===== config.mk =====
export PLATFORM = sky130hd
export DESIGN_NAME = pc_unit
export DESIGN_NICKNAME = d
export VERILOG_FILES = /design/src/rtl/pc_unit.sv
export SDC_FILE = /design/constraint.sdc
export NUM_CORES = 1
export LEC_CHECK = 0
export ABC_AREA = 1
export CAP_MARGIN = 15
export CELL_PAD_IN_SITES_DETAIL_PLACEMENT = 1
export CELL_PAD_IN_SITES_GLOBAL_PLACEMENT = 2
export CORE_ASPECT_RATIO = 0.75
export CORE_UTILIZATION = 24
export CTS_CLUSTER_DIAMETER = 30
export DETAILED_ROUTE_END_ITERATION = 7
export PLACE_DENSITY = 0.75
export SLEW_MARGIN = 25
export SYNTH_ARGS = -nofsm -noshare
export SYNTH_HDL_FRONTEND = slang
export SYNTH_SLANG_ARGS = --single-unit
export TNS_END_PERCENT = 10

===== constraint.sdc =====
create_clock -name CLK -period 1.6 [get_ports CLK]
set_input_delay 0.32 -clock CLK [delete_from_list [all_inputs] [get_ports CLK]]
set_output_delay 0.32 -clock CLK [all_outputs]
set_load 0.05 [all_outputs]

===== src/rtl/pc_unit.sv =====
`timescale 1ns/1ps
// pc_unit: RV32 fetch-stage program counter with stall, prioritised
// trap/branch redirects, redirect capture across stalls, target alignment
// checking, a valid/ready fetch handshake and a retired-fetch counter.
module pc_unit #(
  parameter int              XLEN         = 32,
  parameter logic [XLEN-1:0] RESET_VECTOR = '0,
  parameter int              INC          = 4,
  parameter int              ALIGN_BITS   = 2,
  parameter int              CNT_W        = 32
) (
  input  logic             CLK,
  input  logic             RST,
  input  logic             STALL,
  input  logic             BR_EN,
  input  logic [XLEN-1:0]  BR_TARGET,
  input  logic             TRAP_EN,
  input  logic [XLEN-1:0]  TRAP_VEC,
  input  logic             READY,
  output logic             VALID,
  output logic [XLEN-1:0]  Q,
  output logic [XLEN-1:0]  Q_PLUS,
  output logic             MISALIGN,
  output logic [CNT_W-1:0] FCNT
);

  // Low target bits that must be clear; all-zero mask when checking is off.
  localparam logic [XLEN-1:0] AMASK = XLEN'((64'd1 << ALIGN_BITS) - 64'd1);

  // Redirect priority levels: larger wins.
  localparam logic [1:0] PRI_NONE = 2'd0;
  localparam logic [1:0] PRI_BR   = 2'd1;
  localparam logic [1:0] PRI_TRAP = 2'd2;

  typedef enum logic [1:0] {BOOT, RUN, PEND} state_t;

  state_t          state, state_nx;
  logic [1:0]      pend_pri, pend_pri_nx;
  logic [XLEN-1:0] pend_tgt, pend_tgt_nx;
  logic            pend_mis, pend_mis_nx;
  logic [XLEN-1:0] q_nx;
  logic            mis_nx;

  logic [1:0]      new_pri;
  logic [XLEN-1:0] new_tgt;
  logic            new_mis;
  logic            br_mis;
  logic            take_new;
  logic [1:0]      sel_pri;
  logic [XLEN-1:0] sel_tgt;
  logic            sel_mis;
  logic            fire;

  assign Q_PLUS = Q + XLEN'(INC);
  assign VALID  = (state == RUN) && !STALL;
  assign fire   = VALID && READY;
  assign br_mis = |(BR_TARGET & AMASK);

  // Resolve this cycle's redirect request and arbitrate it against any
  // redirect still pending from a stall (newest wins on equal priority).
  always_comb begin
    new_pri = PRI_NONE;
    new_tgt = BR_TARGET;
    new_mis = 1'b0;
    if (TRAP_EN) begin
      new_pri = PRI_TRAP;
      new_tgt = TRAP_VEC;
    end else if (BR_EN) begin
      new_pri = PRI_BR;
      new_tgt = br_mis ? TRAP_VEC : BR_TARGET;
      new_mis = br_mis;
    end
    take_new = (new_pri != PRI_NONE) && (new_pri >= pend_pri);
    sel_pri  = take_new ? new_pri : pend_pri;
    sel_tgt  = take_new ? new_tgt : pend_tgt;
    sel_mis  = take_new ? new_mis : pend_mis;
  end

  // Next state: a stall parks the winning redirect, otherwise it is applied
  // ahead of the sequential increment.
  always_comb begin
    state_nx    = RUN;
    pend_pri_nx = PRI_NONE;
    pend_tgt_nx = pend_tgt;
    pend_mis_nx = 1'b0;
    q_nx        = Q;
    mis_nx      = 1'b0;
    if (STALL) begin
      pend_pri_nx = sel_pri;
      pend_tgt_nx = sel_tgt;
      pend_mis_nx = sel_mis;
      state_nx    = (sel_pri != PRI_NONE) ? PEND : RUN;
    end else if (sel_pri != PRI_NONE) begin
      q_nx   = sel_tgt;
      mis_nx = sel_mis;
    end else if (fire) begin
      q_nx = Q_PLUS;
    end
  end

  // State register.
  always_ff @(posedge CLK or negedge RST) begin
    if (!RST) state <= BOOT;
    else      state <= state_nx;
  end

  // PC, pending redirect, misalign pulse and fetch counter.
  always_ff @(posedge CLK or negedge RST) begin
    if (!RST) begin
      Q        <= RESET_VECTOR;
      pend_pri <= PRI_NONE;
      pend_tgt <= '0;
      pend_mis <= 1'b0;
      MISALIGN <= 1'b0;
      FCNT     <= '0;
    end else begin
      Q        <= q_nx;
      pend_pri <= pend_pri_nx;
      pend_tgt <= pend_tgt_nx;
      pend_mis <= pend_mis_nx;
      MISALIGN <= mis_nx;
      if (fire) FCNT <= FCNT + CNT_W'(1);
    end
  end

endmodule


==> reports/metrics.yaml <==
outcome:
  status: "finished, violations left"
  violations: "negative setup slack"
cells_and_area:
  syn_to_final_growth_pct: 80.5
  instances_no_fill: 1710
  n_antenna_cell: 0
  nets: 1428
  drive_gt1_frac: 0.331
  fin_area_sq_um: 12200
  regArea_sq_um: 2560
  utilization: 0.447
  num-fill-cells: 3226
  multi_input_area_sq_um: 4180
hold_path:
  worstHoldStart: "BR_EN"
  worstHoldEndpoint: "MISALIGN"
  whs_path_depth: 5
  hold_class: "in -> reg"
floorplan:
  die_area_sq_um: 28800
  coreArea_sq_um: 27300
  io_pins: 168
  row_count: 52
  die_w_um: 196
  initial_core_util: 0.247
  die_y_um: 147
global_routing:
  antenna_found_initial: 0
  grt-ovfl-total: 0
  grt_max_degree: 50
  grt_pass1_wl_mm: 45.5
  grt.total_usage: 0.205
  grt_pass1_vias: 8248
critical_path:
  r2r_end: "Q[23]"
  worstPathRequired_ns: 1.28
  cp-startpoint: "Q[2]"
  worst_path_largest_cell_delay_ns: 0.43
  crit_arrival_ns: 1.99
  crit_fanout: 5
  crit_chain: "buf_6 -> clkinvlp_4 -> nor2_4 -> nand3b_1 -> nor2_2 -> nand3_2 -> nand2_4 -> buf_12"
  reg2reg_depth: 15
  worstSetupPathType: "reg -> out"
  start_kind: "register"
  crit_slowest_cell: "dfrtp_2"
  rrSetupSlack_ns: -0.58
  endpoint_kind: "output pin"
  reg2reg_from: "Q[2]"
timing:
  tightest_slew_ns: 0.526
  fin_skew_ns: 0.00569
  setup_tns_ns: -26.68
  finalSetupViolations: 78
  max_freq_mhz: 433
  min_period_ns: 2.31
  finalCritPeriodShare: 1.44
  rsz0062_at_grt: "true"
  maxSlewViolCount: 0
  finalHoldViolations: 0
  max-slew-margin-rel: 0.649
  fin_ws_ns: -0.710
yosys:
  synth-simple-area-share: 0.429
  yosysTopAreaCellShare: 0.379
  yosys_most_used_dff: "dfrtp_1"
  synth_top_family_by_area: "simple AND/OR/NAND/NOR gates"
  synthesis.instances: 1021
  ys_seq_elements: 102
  synth_area_leader_cell: "dfrtp_1"
  synth_fa_ha_area_frac: 0.00742
  yosysWarnings: 0
  yosysSeqAreaShare: 0.379
  synth_compound_area_frac: 0.0442
  syn-cell-area_sq_um: 6740
  synth-async-reset-ratio: 1.00
  syn_nets: 1095
  syn_area_per_cell_sq_um: 6.60
  synth_edf_count: 0
  synth_xor_area_frac: 0.0516
  muxShareOfSynthArea: 0
  synthTopCellsByArea: "dfrtp_1 (38%), nand2_1 (22%), nand3_1 (8.5%)"
  ys_types: 35
clock_tree:
  insertion_delay_ns: 0.36
  cts_tree: "yes"
  cts_root_buffer: "clkbuf_16"
  clk_pin_slew_ns: 0.07
  clock_path_buffers: 2
  h-tree-depth: 3
  clock_sinks: 102
  cts_buffers: 9
job:
  maxCapViolCount: 0
pwr:
  ir_drop_v: 0.00132
  leakagePower_nw: 5.87
  p_total_mw: 17.6
  p_per_area_nw_per_um2: 1450
detailed_routing:
  drc_errors: 0
  drtAntennaViolNets: 0
  routed_wl_mm: 28.5
  first_pass_iters: 4
  vias: 7794
  viasPerCell: 4.56
  drt-wirelength-per-cell_um: 16.7
  drt_iter0_markers: 274
place:
  dpl_cell_area_sq_um: 11200
  place_congestion: 0.829
  port_buffers: 167
  dp_hpwl_mm: 22.2
  post-place-cells: 1673
## cells in the final DEF, fill, tap and decap left out, types with 3 or more instances in the layout
| cell type | synthesis | final |
|---|---|---|
| xor2_1 | 26 | 23 |
| xor2_4 | 0 | 4 |
| inv_2 | 2 | 5 |
| nand3_1 | 115 | 103 |
| nand4_1 | 3 | 3 |
| buf_12 | 0 | 107 |
| clkdlybuf4s50_1 | 0 | 65 |
| or2_2 | 4 | 4 |
| dfrtp_2 | 0 | 7 |
| nor2_2 | 9 | 17 |
| nor3_1 | 7 | 4 |
| xnor2_4 | 0 | 7 |
| nor3_2 | 1 | 4 |
| xnor2_1 | 10 | 3 |
| o21ai_1 | 3 | 8 |
| nand2_2 | 4 | 39 |
| nand2_4 | 1 | 6 |
| clkbuf_16 | 0 | 9 |
| inv_1 | 107 | 102 |
| buf_6 | 1 | 11 |
| ha_1 | 4 | 3 |
| o21ai_0 | 28 | 14 |
| nor2_4 | 5 | 17 |
| a31oi_1 | 22 | 22 |
| nor2_1 | 99 | 79 |
| o21ai_2 | 0 | 9 |
| nand3b_1 | 13 | 13 |
| nand3_2 | 1 | 12 |
| nand2_1 | 403 | 362 |
| dfrtp_1 | 102 | 95 |
| buf_4 | 2 | 175 |
## stage by stage
step | worst slack (ns) | hold WS [ns]
2_1_floorplan | -0.584 | 0.0244
5_1_grt | -0.830 | 0.463
3_5_place_dp | -0.833 | 0.237
4_1_cts | -0.720 | 0.455
3_3_place_gp | -0.771 | 0.235
6_report | -0.710 | 0.452
## metal layers
metal,vias to the layer above,wire [um],track usage
li1,3847,-,-
met1,3785,14100,0.292
met2,145,13000,0.326
met3,17,1160,0.0324
met4,0,215,0.0386
met5,-,0,0
## worst max-delay path: cells and delay by family, from the launching register on
family                 cells  cell delay [ns]
buffers and inverters      3             0.35
and+or+nand+nor            5             0.84
DFF                        1             0.43
## worst max path at each step
stage,end,cells past startpoint
global placement,Q[10],12
finish,Q_PLUS[27],8
floorplan,Q_PLUS[27],6
global route,Q_PLUS[27],8
detailed placement,Q[9],12
CTS,Q_PLUS[28],11
## report_power, final
group	switching (mW)	internal, mW	total (mW)	leakage, nW
Clock	1.07	1.37	2.44	0.152
Combinational	6.10	5.26	11.4	4.49
Sequential	0.648	3.19	3.84	1.23
## logic make-up (layout without fill, tap and decap cells)
kind of cell / after synthesis / count (layout)
and+or+nand+nor: 674 / 674
xor gates and xnor gates: 38 / 38
DFF: 102 / 102
adders and majority gates: 4 / 4
AOI/OAI and AO/OA: 54 / 54
buffers and inverters: 149 / 487
## flip-flops by register name, indices dropped and copies added, names as in the netlist
register and flops:
pend_tgt 32, pend_mis 1, Q 32, FCNT 32, pend_pri 2, MISALIGN 1, state 2
## repair_timing
item	in CTS	in global routing
buffers inserted	12	8
endpoints found under the hold margin	15	0
pin swaps	21	19
endpoints found under the setup margin	109	117
hold buffers	1	0
gates resized for setup	68	68
## layout make-up
class	instances	area share
multi-input combinational	770	0.343
inverter	109	0.0341
sequential	102	0.210
clock buffer	10	0.0188
tap	351	0.0361
timing repair buffer	362	0.350
clock inverter	6	0.00709
## synthesized netlist by cell type (3+ instances only)
master and instances:
a31oi_1 22, buf_1 3, buf_2 20, clkbuf_1 14
dfrtp_1 102, ha_1 4, inv_1 107, nand2_1 403
nand2_2 4, nand3_1 115, nand3b_1 13, nand4_1 3
nor2_1 99, nor2_2 9, nor2_4 5, nor3_1 7
o21ai_0 28, o21ai_1 3, or2_2 4, xnor2_1 10
xor2_1 26
Note: power is estimated with default switching activity, not from simulation.
